[config.mk]
export PLATFORM = sky130hd
export DESIGN_NAME = alu_uart_requester
export DESIGN_NICKNAME = d
export VERILOG_FILES = /design/src/rtl/alu_uart_requester.sv
export SDC_FILE = /design/constraint.sdc
export NUM_CORES = 1
export LEC_CHECK = 0
export CAP_MARGIN = 30
export CORE_UTILIZATION = 45
export DETAILED_ROUTE_END_ITERATION = 8
export PLACE_DENSITY = 0.69
export REMOVE_ABC_BUFFERS = 1
export SLEW_MARGIN = 20
export SYNTH_ARGS = -nofsm -noshare
export SYNTH_HDL_FRONTEND = slang
export SYNTH_SLANG_ARGS = --single-unit
[constraint.sdc]
create_clock -name i_clk -period 2.9 [get_ports i_clk]
set_clock_uncertainty 0.1 [all_clocks]
set_input_delay 0.58 -clock i_clk [delete_from_list [all_inputs] [get_ports i_clk]]
set_output_delay 0.58 -clock i_clk [all_outputs]
set_load 0.005 [all_outputs]
[src/rtl/alu_uart_requester.sv]
// Host-side requester for the UART ALU link: ships A, opcode and B through Tx_uart,
// then waits for the single result byte from Rx_uart or gives up after TIMEOUT cycles.
module alu_uart_requester #(
   parameter int NB_BITS    = 8,
   parameter int NB_TIMEOUT = 18,
   parameter int TIMEOUT    = 200000
) (
   input  logic               i_clk,
   input  logic               i_rst,
   input  logic               i_start,
   input  logic [NB_BITS-1:0] i_op_a,
   input  logic [NB_BITS-1:0] i_op_b,
   input  logic [NB_BITS-1:0] i_opcode,
   output logic               o_busy,
   output logic [NB_BITS-1:0] o_result,
   output logic               o_valid,
   output logic               o_timeout,
   output logic [NB_BITS-1:0] o_tx_data,
   output logic               o_tx_start,
   input  logic               i_tx_done,
   input  logic [NB_BITS-1:0] i_rx_data,
   input  logic               i_rx_done
);

   localparam logic [3:0] ST_IDLE     = 4'd0;
   localparam logic [3:0] ST_SEND_A   = 4'd1;
   localparam logic [3:0] ST_WAIT_A   = 4'd2;
   localparam logic [3:0] ST_SEND_OP  = 4'd3;
   localparam logic [3:0] ST_WAIT_OP  = 4'd4;
   localparam logic [3:0] ST_SEND_B   = 4'd5;
   localparam logic [3:0] ST_WAIT_B   = 4'd6;
   localparam logic [3:0] ST_WAIT_RES = 4'd7;
   localparam logic [3:0] ST_DONE     = 4'd8;

   localparam int N_BYTES = 3;
   localparam logic [NB_TIMEOUT-1:0] CNT_LAST = NB_TIMEOUT'(TIMEOUT - 1);
   localparam logic [NB_TIMEOUT-1:0] CNT_MAX  = {NB_TIMEOUT{1'b1}};

   logic [3:0]            state_reg;
   logic [3:0]            state_next;
   logic [NB_TIMEOUT-1:0] cnt_reg;
   logic [NB_BITS-1:0]    req_in   [N_BYTES];
   logic [NB_BITS-1:0]    req_byte [N_BYTES];
   logic                  accept;
   logic                  sending;
   logic                  in_wait_res;
   logic                  timeout_hit;
   logic [NB_BITS-1:0]    send_byte;

   // Wire order of the request: operand A, opcode, operand B.
   assign req_in[0] = i_op_a;
   assign req_in[1] = i_opcode;
   assign req_in[2] = i_op_b;

   assign accept      = (state_reg == ST_IDLE) && i_start;
   assign in_wait_res = (state_reg == ST_WAIT_RES);
   assign timeout_hit = (cnt_reg == CNT_LAST);

   genvar gi;
   generate
      for (gi = 0; gi < N_BYTES; gi++) begin : g_req
         logic [NB_BITS-1:0] byte_reg;

         always_ff @(posedge i_clk or posedge i_rst) begin
            if (i_rst) begin
               byte_reg <= '0;
            end else if (accept) begin
               byte_reg <= req_in[gi];
            end
         end

         assign req_byte[gi] = byte_reg;
      end
   endgenerate

   always_comb begin
      sending   = 1'b0;
      send_byte = req_byte[0];
      case (state_reg)
         ST_SEND_A: begin
            sending   = 1'b1;
            send_byte = req_byte[0];
         end
         ST_SEND_OP: begin
            sending   = 1'b1;
            send_byte = req_byte[1];
         end
         ST_SEND_B: begin
            sending   = 1'b1;
            send_byte = req_byte[2];
         end
         default: begin
         end
      endcase
   end

   always_comb begin
      state_next = state_reg;
      case (state_reg)
         ST_IDLE:     if (i_start) state_next = ST_SEND_A;
         ST_SEND_A:   state_next = ST_WAIT_A;
         ST_WAIT_A:   if (i_tx_done) state_next = ST_SEND_OP;
         ST_SEND_OP:  state_next = ST_WAIT_OP;
         ST_WAIT_OP:  if (i_tx_done) state_next = ST_SEND_B;
         ST_SEND_B:   state_next = ST_WAIT_B;
         ST_WAIT_B:   if (i_tx_done) state_next = ST_WAIT_RES;
         ST_WAIT_RES: if (i_rx_done || timeout_hit) state_next = ST_DONE;
         ST_DONE:     state_next = ST_IDLE;
         default:     state_next = ST_IDLE;
      endcase
   end

   always_ff @(posedge i_clk or posedge i_rst) begin
      if (i_rst) begin
         state_reg <= ST_IDLE;
      end else begin
         state_reg <= state_next;
      end
   end

   // Counter sits at zero outside WAIT_RES, so entry always starts a fresh count.
   always_ff @(posedge i_clk or posedge i_rst) begin
      if (i_rst) begin
         cnt_reg <= '0;
      end else if (!in_wait_res) begin
         cnt_reg <= '0;
      end else if (cnt_reg != CNT_MAX) begin
         cnt_reg <= cnt_reg + NB_TIMEOUT'(1);
      end
   end

   always_ff @(posedge i_clk or posedge i_rst) begin
      if (i_rst) begin
         o_busy     <= 1'b0;
         o_result   <= '0;
         o_valid    <= 1'b0;
         o_timeout  <= 1'b0;
         o_tx_data  <= '0;
         o_tx_start <= 1'b0;
      end else begin
         o_busy     <= (state_next != ST_IDLE);
         o_tx_start <= sending;
         if (sending) begin
            o_tx_data <= send_byte;
         end
         // A response arriving on the last allowed cycle still counts as success.
         o_valid   <= in_wait_res && i_rx_done;
         o_timeout <= in_wait_res && !i_rx_done && timeout_hit;
         if (in_wait_res && i_rx_done) begin
            o_result <= i_rx_data;
         end
      end
   end

endmodule

==> out/metrics.yaml, run 1 <==
finish:
  layout.cells.most_common_list: "sky130_fd_sc_hd__dfrtp_1, sky130_fd_sc_hd__clkdlybuf4s50_1, sky130_fd_sc_hd__mux2_2, sky130_fd_sc_hd__nand2_1, sky130_fd_sc_hd__a21oi_1"
  insertedDiodeCount: 0
  fin_nets: 370
  post_route_cells_drive_above_1_share: 0.190
  most_common_cell_after_layout_fill_and_taps_aside: "sky130_fd_sc_hd__dfrtp_1"
  final-seq-area_um2: 1650
  finish.instance_area_um2: 3920
  postLayoutCoreUtil: 0.601
  max_ffs_per_register: 24
  multiInputGateArea_um2: 1350
  fillerInstances: 565
  area.growth.synth_to_final_pct: 25.6
cts:
  worst_setup_hold_path_clk_slew_ns: 0.08
  setup_buffers_after_cts: 0
  max-clock-path-buffers: 2
  cts_root_buf: "sky130_fd_sc_hd__clkbuf_8"
  cts_tree: "built"
  clock_sinks: 66
  worstSkewPairLatency_ns: 0.34
  cts_resized: 0
  htree_levels: 3
  post_cts_hold_buffer_count: 0
  cts_inserted_buffers: 9
synthesis:
  post_synth_mux_area_share: 0.135
  synth.avg_cell_area_um2: 11.4
  post_synth_main_area_contributors: "sky130_fd_sc_hd__dfrtp_1, sky130_fd_sc_hd__mux2_2, sky130_fd_sc_hd__a21oi_1"
  post_synth_instance_area_um2: 3120
  synth-async-reset-ratio: 1.00
  yosys.area.top_type: "sky130_fd_sc_hd__dfrtp_1"
  synth_seq_cells: 66
  synth_simple_gate_area_share: 0.156
  adder_and_majority_cell_fraction_of_the_synthesized_area: 0.00401
  dominant_combinational_cell_family_by_area_after_synthesis: "simple AND/OR/NAND/NOR gates"
  synth_compound_gate_area_share: 0.133
  synth_ff_type: "sky130_fd_sc_hd__dfrtp_1"
  ys_seq_area_frac: 0.529
  post_synth_num_cell_types: 48
  synthCells: 275
  post_synth_xor_area_fraction: 0.00280
  ys_warn_count: 0
  synth-edff-count: 0
  synth_top_area_frac: 0.529
power_and_ir_drop:
  leakage_nw: 1.64
  cellPowerDensity_nw_per_um2: 833
  switching_share: 0.302
  share_seq_of_total_power: 0.444
  clock_power_share: 0.242
  max-vdd-ir-drop_v: 0.000468
  cell_internal_pwr_mw: 2.28
  power_switching_mw: 0.987
  comb_power_share: 0.314
global_routing:
  grt_antenna_before_repair: 0
  top_usage_layer: "met2"
  grt_use_met2: 0.307
  grt_pass1_wl_um: 11100
  use_met3: 0.0438
  use_met1: 0.265
  grt_start_max_net_pins: 35
  grt_remaining_overflow: 0
  via_count_of_the_first_global_routing_pass: 2265
  grt.total_usage: 0.198
worst_hold_path:
  min-delay-path-class: "flip-flop to flip-flop"
sta:
  min_period_over_period: 0.679
  setup_violations: 0
  timing_max_transition_violations_final: 0
  worstMarginPinSlew_ns: 0.639
  fmax_ghz: 0.508
  setup-tns-final_ns: 0
  final_period_minus_worst_setup_slack_ns: 1.97
  hold_viol_final: 0
  maxSlewHeadroom: 0.572
  grt_setup_unrepaired: "no"
  hold-worst-slack_ns: 0.377
  final.setup.worst_slack_ns: 0.932
placed_design:
  placement.cell_area_um2: 3720
  place_hpwl_um: 4480
  gp_routability_congestion: 0.828
  io_buffer_count: 56
  pre_cts_slack_ns: 0.841
critical_path:
  worst-path-max-fanout: 9
  worst_ep_arrival_time_ns: 2.13
  worst-endpoint-required_ns: 3.06
  critical_path_class: "flip-flop to flip-flop"
  critPathCaptureType: "flip-flop"
  start_kind: "flip-flop"
floorplan:
  chipWidth_um: 85.3
  floorplan.die_area_um2: 7280
  start_util: 0.478
  fp.coreArea_um2: 6530
  ioPinCount: 57
  placement_rows: 29
  fp.dieH_um: 85.3
status:
  outcome: "completed"
routing:
  number_of_vias_in_the_routed_layout: 2349
  drt_first_pass_iters: 4
  drtAntennaViolNets: 0
  drt_drc_violations_left: 0
  detail_route.wirelength_um: 6580
  drt-vias-per-instance: 5.67
  routedWlPerCell_um: 15.9
  first_iter_violations: 107
flow_run:
  drv.max_cap_violation_count: 0
[synth_stat cells (all sizes together), types with 4 or more instances]
| cell | count |
|---|---|
| clkbuf | 7 |
| nand2b | 6 |
| dfrtp | 66 |
| buf | 10 |
| a22o | 7 |
| nor2 | 8 |
| a21oi | 21 |
| o21ai | 17 |
| nand3 | 7 |
| mux2i | 6 |
| and4 | 5 |
| nand2 | 27 |
| a2111o | 5 |
| and3 | 4 |
| inv | 4 |
| nand4 | 8 |
| mux2 | 32 |
| nor3 | 4 |
[final timing paths]
kind / startpoint / end / slack [ns] / depth (start not counted)
max: cnt_reg[0] / cnt_reg[14] / 0.93 / 5
min: o_tx_data[0] / o_tx_data[0] / 0.38 / 2
max reg2reg: cnt_reg[0] / cnt_reg[14] / 0.93 / 5
min reg2reg: o_tx_data[0] / o_tx_data[0] / 0.38 / 2
max in group asynchronous: i_rst / o_tx_data[2] / 1.83 / 3
min in group asynchronous: i_rst / o_result[1] / 0.54 / 3
[worst max-delay path, cell delays in order, from the launching register on]
cell and delay, ns:
sky130_fd_sc_hd__dfrtp_1 0.41, sky130_fd_sc_hd__ha_1 0.23, sky130_fd_sc_hd__and4_4 0.29, sky130_fd_sc_hd__nand4_4 0.17, sky130_fd_sc_hd__or4_1 0.54, sky130_fd_sc_hd__a21oi_1 0.15
[layout make-up]
cell class                 instances  area share
timing repair buffer              63       0.156
tap                               77      0.0246
sequential                        66       0.421
clock buffer                      10      0.0351
multi-input combinational        188       0.343
inverter                           4     0.00383
clock inverter                     6      0.0166
[per-stage QoR]
step / instances / total power [mW]
6_report: 414 / 3.27
4_1_cts: 414 / 3.30
3_5_place_dp: 398 / 2.50
2_1_floorplan: 258 / 2.02
5_1_grt: 414 / 3.47
3_3_place_gp: 398 / 2.45
[cell families (layout without fill, tap and decap cells)]
kind of cell               Yosys count  count (layout)
and+or+nand+nor                     84              84
DFF                                 66              66
buffers and inverters               21              83
adders and majority gates            1               1
AOI/OAI and AO/OA                   64              64
xor gates and xnor gates             1               1
muxes                               38              38
[power groups by stage]
stage	Combinational (mW)	Clock, mW	Sequential, mW
floorplan	0.596	0	1.43
global placement	1.00	0	1.45
detailed placement	1.04	0	1.47
CTS	1.04	0.809	1.45
global route	1.13	0.846	1.49
finish	1.03	0.790	1.45
[metal layers]
metal | up-vias | part of all wire
li1 | 1133 | -
met1 | 1142 | 0.47
met2 | 64 | 0.46
met3 | 10 | 0.049
met4 | 0 | 0.019
met5 | - | 0
(Power assumes the default switching activity.)
==> inputs of run 2 (changes only) <==
Clock period 2.9 ns to 2 ns, I/O delays scaled along.
==> run 2 against run 1 <==
Net effect: routed wire length is 3.3% lower; worst hold slack worse by 0.12 ns; combinational power up 50%; maximum frequency up 3.6%; sequential power up 44%; critical path type unchanged.
==> out/metrics.yaml, run 2 (synthesized netlist as in run 1, its figures left out) <==
finish:
  area.growth.synth_to_final_pct: 28.1
  final_cells: 417  # +0.72%
  max_ffs_per_register: 24  # unchanged
  layout.cells.most_common_list: "sky130_fd_sc_hd__dfrtp_1, sky130_fd_sc_hd__clkdlybuf4s50_1, sky130_fd_sc_hd__mux2_2, sky130_fd_sc_hd__nand2_1, sky130_fd_sc_hd__a21oi_1"
  fin_nets: 375  # +1.4%
  post_route_cells_drive_above_1_share: 0.206  # +0.0160
  multiInputGateArea_um2: 1360  # +1.0%
  final-seq-area_um2: 1650  # unchanged
  insertedDiodeCount: 0  # unchanged
  finish.instance_area_um2: 4000  # +2.0%
  most_common_cell_after_layout_fill_and_taps_aside: "sky130_fd_sc_hd__dfrtp_1"
  fillerInstances: 559  # -1.1%
cts:
  cts_root_buf: "sky130_fd_sc_hd__clkbuf_8"
  post_cts_hold_buffer_count: 0  # unchanged
  clock_sinks: 66  # unchanged
  cts_tree: "built"
  max-clock-path-buffers: 2  # unchanged
  worstSkewPairLatency_ns: 0.33  # about the same
  cts_inserted_buffers: 9  # unchanged
  worst_setup_hold_path_clk_slew_ns: 0.07  # about the same
  htree_levels: 3  # unchanged
routing:
  drt_drc_violations_left: 0  # unchanged
  drt_first_pass_iters: 4  # unchanged
  drt-vias-per-instance: 5.54  # -2.3%
  drtAntennaViolNets: 0  # unchanged
  routedWlPerCell_um: 15.3  # -4.0%
  first_iter_violations: 178  # +66%
  detail_route.wirelength_um: 6360  # -3.3%
  number_of_vias_in_the_routed_layout: 2312  # -1.6%
global_routing:
  grt_start_max_net_pins: 29  # -17%
  grt.total_usage: 0.194  # -0.00373
  grt_pass1_wl_um: 10800  # -2.7%
  via_count_of_the_first_global_routing_pass: 2201  # -2.8%
  grt_antenna_before_repair: 0  # unchanged
  grt_remaining_overflow: 0  # unchanged
placed_design:
  io_buffer_count: 56  # unchanged
  gp_routability_congestion: 0.818  # -1.3%
  numPlacedInstances: 402  # +1.0%
  place_hpwl_um: 4400  # -1.8%
  placement.cell_area_um2: 3790  # +1.8%
sta:
  maxSlewHeadroom: 0.704  # +0.132
  hold_viol_final: 0  # unchanged
  min_period_over_period: 0.950  # +0.271
  final_period_minus_worst_setup_slack_ns: 1.90  # -0.0688 ns
  worstMarginPinSlew_ns: 0.442  # -0.197 ns
  hold-worst-slack_ns: 0.254  # -0.123 ns
  setup_violations: 0  # unchanged
  grt_setup_unrepaired: "no"
  timing_max_transition_violations_final: 0  # unchanged
  fmax_ghz: 0.527  # +3.6%
power_and_ir_drop:
  leakage_nw: 1.68  # +2.5%
  cellPowerDensity_nw_per_um2: 1180  # +42%
  max-vdd-ir-drop_v: 0.000659  # +41%
  design_power_total_mw: 4.72  # +45%
critical_path:
  worst-endpoint-required_ns: 2.16  # -0.90 ns
  worst-path-max-fanout: 9  # unchanged
  critPathCaptureType: "flip-flop"
  start_kind: "flip-flop"
  critical_path_class: "flip-flop to flip-flop"
  worst_ep_arrival_time_ns: 2.06  # -0.07 ns
status:
  outcome: "completed"
worst_hold_path:
  min-delay-path-class: "input pin to async pin"
floorplan:
  ioPinCount: 57  # unchanged
  placement_rows: 29  # unchanged
  floorplan.die_area_um2: 7280  # unchanged
  start_util: 0.478  # unchanged
  fp.coreArea_um2: 6530  # unchanged
  fp.dieH_um: 85.3  # unchanged
  chipWidth_um: 85.3  # unchanged
flow_run:
  drv.max_cap_violation_count: 0  # unchanged
run 2: cell count changes in the layout (fill, tap and decap cells not counted), sizes merged:
cell / change
buf: +5
clkbuf: +1
clkinv: -1
clkinvlp: -1
inv: -1
run 2: worst paths after layout:
path	start	end	slack [ns]	cells past startpoint
min in group i_clk	o_tx_data[1]	o_tx_data[1]	0.38	2
worst min-delay path	i_rst	o_result[2]	0.25	2
worst max register to register	cnt_reg[1]	cnt_reg[14]	0.10	5
max in group asynchronous	i_rst	g_req[0].byte_reg[5]	1.08	3
worst min register to register	o_tx_data[1]	o_tx_data[1]	0.38	2
worst max-delay path	cnt_reg[1]	cnt_reg[14]	0.10	5
run 2: stage by stage:
| step | setup WS [ns] | util | setup TNS (ns) |
|---|---|---|---|
| finish | 0.101 | 0.613 | 0 |
| global route | 0.00900 | 0.613 | 0 |
| floorplan | -0.155 | - | -10.57 |
| global placement | 0.132 | 0.580 | 0 |
| detailed placement | 0.0810 | 0.580 | 0 |
| CTS | 0.0570 | 0.609 | 0 |
run 2: report_power, final:
group / leakage, nW / total [mW] / internal, mW / switching [mW]
clock: 0.101 / 1.10 / 0.626 / 0.471
sequential: 0.836 / 2.09 / 1.80 / 0.292
combinational: 0.744 / 1.54 / 0.935 / 0.602
total: 1.68 / 4.72 / 3.36 / 1.36
run 2: final cells by class:
type	instances	share of cell area
Inverter	4	0.00375
Clock buffer	11	0.0378
Timing Repair Buffer	68	0.172
Tap cell	77	0.0241
Sequential cell	66	0.413
Clock inverter	3	0.0100
Multi-Input combinational cell	188	0.340
run 2: per-layer routing:
| layer | global-route usage | share of wire | vias to the layer above |
|---|---|---|---|
| li1 | - | - | 1149 |
| met1 | 0.272 | 0.48 | 1100 |
| met2 | 0.282 | 0.45 | 57 |
| met3 | 0.0749 | 0.057 | 6 |
| met4 | 0.0561 | 0.0099 | 0 |
| met5 | 0 | 0 | - |
run 2: critical path: stages (launching register included):
cell                      delay (ns)
sky130_fd_sc_hd__dfrtp_1        0.39
sky130_fd_sc_hd__ha_1           0.22
sky130_fd_sc_hd__and4_4         0.28
sky130_fd_sc_hd__nand4_4        0.16
sky130_fd_sc_hd__or4_1          0.53
sky130_fd_sc_hd__a21oi_1        0.15
run 2: what timing repair did:
item,4_1_cts,5_1_grt
setup endpoints to repair,0,7
endpoints found under the hold margin,0,0
buffers inserted,0,1
resized for setup,0,4
==> inputs of run 3 (changes only) <==
Settings changed: SETUP_SLACK_MARGIN set to 0.15.
==> run 3 against run 2 <==
Net effect: utilization grew 1.2 points; routed wire length grew 1.5%; global-route usage grew 0.28 points; sequential power is essentially flat; sequential cell count is the same; maximum frequency grew 8.0%; sequential share of layout area shrank 0.75 points; total power grew 0.84%; highest routed layer unchanged; clock power is essentially flat; register-to-register slack gained 0.14 ns.
==> out/metrics.yaml, run 3 (synthesized netlist as in run 1, its figures left out) <==
status:
  outcome: "completed"
sta:
  timing_max_transition_violations_final: 0  # unchanged
  grt_setup_unrepaired: "yes"
  fmax_ghz: 0.569  # +8.0%
  worstMarginPinSlew_ns: 0.443  # +0.0000238 ns
  min_period_over_period: 0.879  # -0.0705
  final_period_minus_worst_setup_slack_ns: 1.76  # -0.141 ns
  setup_violations: 0  # unchanged
  hold_viol_final: 0  # unchanged
  maxSlewHeadroom: 0.704  # about the same
worst_hold_path:
  min-delay-path-class: "input pin to async pin"
cts:
  cts_inserted_buffers: 9  # unchanged
  htree_levels: 3  # unchanged
  worstSkewPairLatency_ns: 0.33  # about the same
  cts_root_buf: "sky130_fd_sc_hd__clkbuf_8"
  cts_tree: "built"
  max-clock-path-buffers: 2  # unchanged
  post_cts_hold_buffer_count: 0  # unchanged
  worst_setup_hold_path_clk_slew_ns: 0.07  # about the same
  clock_sinks: 66  # unchanged
floorplan:
  ioPinCount: 57  # unchanged
  fp.coreArea_um2: 6530  # unchanged
  start_util: 0.478  # unchanged
  fp.dieH_um: 85.3  # unchanged
  placement_rows: 29  # unchanged
  chipWidth_um: 85.3  # unchanged
  floorplan.die_area_um2: 7280  # unchanged
placed_design:
  placement.cell_area_um2: 3790  # unchanged
  place_hpwl_um: 4400  # unchanged
  io_buffer_count: 56  # unchanged
  gp_routability_congestion: 0.818  # unchanged
finish:
  area.growth.synth_to_final_pct: 30.7
  insertedDiodeCount: 0  # unchanged
  post_route_cells_drive_above_1_share: 0.235  # +0.0289
  finish.instance_area_um2: 4080  # +2.0%
  most_common_cell_after_layout_fill_and_taps_aside: "sky130_fd_sc_hd__dfrtp_1"
  max_ffs_per_register: 24  # unchanged
  layout.cells.most_common_list: "sky130_fd_sc_hd__dfrtp_1, sky130_fd_sc_hd__clkdlybuf4s50_1, sky130_fd_sc_hd__mux2_2, sky130_fd_sc_hd__nand2_1, sky130_fd_sc_hd__a21oi_1"
  fin_nets: 380  # +1.3%
  fillerInstances: 546  # -2.3%
global_routing:
  via_count_of_the_first_global_routing_pass: 2230  # +1.3%
  grt_pass1_wl_um: 11000  # +1.3%
  grt_start_max_net_pins: 29  # unchanged
  grt.total_usage: 0.197  # +0.00276
  grt_antenna_before_repair: 0  # unchanged
  grt_remaining_overflow: 0  # unchanged
routing:
  routedWlPerCell_um: 15.3  # +0.32%
  drtAntennaViolNets: 0  # unchanged
  detail_route.wirelength_um: 6460  # +1.5%
  number_of_vias_in_the_routed_layout: 2362  # +2.2%
  drt_drc_violations_left: 0  # unchanged
  first_iter_violations: 199  # +12%
  drt-vias-per-instance: 5.60  # +0.95%
  drt_first_pass_iters: 4  # unchanged
critical_path:
  worst-endpoint-required_ns: 2.15  # about the same
  worst_ep_arrival_time_ns: 1.91  # -0.15 ns
  critical_path_class: "flip-flop to flip-flop"
  start_kind: "flip-flop"
  worst-path-max-fanout: 5  # -4
  critPathCaptureType: "flip-flop"
power_and_ir_drop:
  design_power_total_mw: 4.76  # +0.84%
  cellPowerDensity_nw_per_um2: 1170  # -1.1%
  leakage_nw: 1.71  # +1.8%
  max-vdd-ir-drop_v: 0.000659  # about the same
flow_run:
  drv.max_cap_violation_count: 0  # unchanged
[run 3: worst paths after layout]
kind,end,slack [ns],start,depth (start not counted)
max,cnt_reg[10],0.24,cnt_reg[1],5
min,o_result[2],0.25,i_rst,2
max reg2reg,cnt_reg[10],0.24,cnt_reg[1],5
min reg2reg,o_tx_data[1],0.38,o_tx_data[1],2
max in group asynchronous,g_req[0].byte_reg[5],1.08,i_rst,3
min in group i_clk,o_tx_data[1],0.38,o_tx_data[1],2
[run 3: per-layer routing]
layer	global-route usage	share of wire
met5	0	0
met4	0.0561	0.010
met3	0.0749	0.065
met2	0.288	0.46
met1	0.275	0.47
[run 3: power breakdown]
group          internal, mW  leakage (nW)  switching, mW
clock network         0.626         0.101          0.472
logic                 0.956         0.777          0.607
registers              1.80         0.833          0.301
[run 3: area by class of cell]
cell class / count / area, um^2 / share of cell area
Clock buffer: 11 / 151 / 0.0371
Timing Repair Buffer: 72 / 718 / 0.176
Inverter: 4 / 15.0 / 0.00368
Tap cell: 77 / 96.3 / 0.0236
Sequential cell: 66 / 1650 / 0.405
Multi-Input combinational cell: 189 / 1410 / 0.345
Clock inverter: 3 / 40.0 / 0.00981
[run 3: critical path, cell delays in order (launching register included)]
cell and delay [ns]:
sky130_fd_sc_hd__dfrtp_1 0.39, sky130_fd_sc_hd__ha_4 0.16, sky130_fd_sc_hd__and4_4 0.27, sky130_fd_sc_hd__nand4_4 0.13, sky130_fd_sc_hd__or3_2 0.47, sky130_fd_sc_hd__a21oi_1 0.17
[run 3: metrics by stage]
stage / setup slack, ns / setup TNS [ns] / utilization / hold slack, ns / instances
CTS: 0.161 / 0 / 0.614 / 0.253 / 418
detailed placement: 0.0810 / 0 / 0.580 / 0.372 / 402
global route: 0.114 / 0 / 0.625 / 0.282 / 422
floorplan: -0.155 / -10.57 / - / 0.371 / 258
finish: 0.242 / 0 / 0.625 / 0.254 / 422
global placement: 0.132 / 0 / 0.580 / 0.362 / 402
[run 3: what timing repair did]
| action | CTS | global route |
|---|---|---|
| setup endpoints to repair | 15 | 24 |
| setup buffers | 2 | 3 |
| resized for setup | 3 | 9 |
| gates cloned | 0 | 1 |
| pin swaps | 0 | 3 |
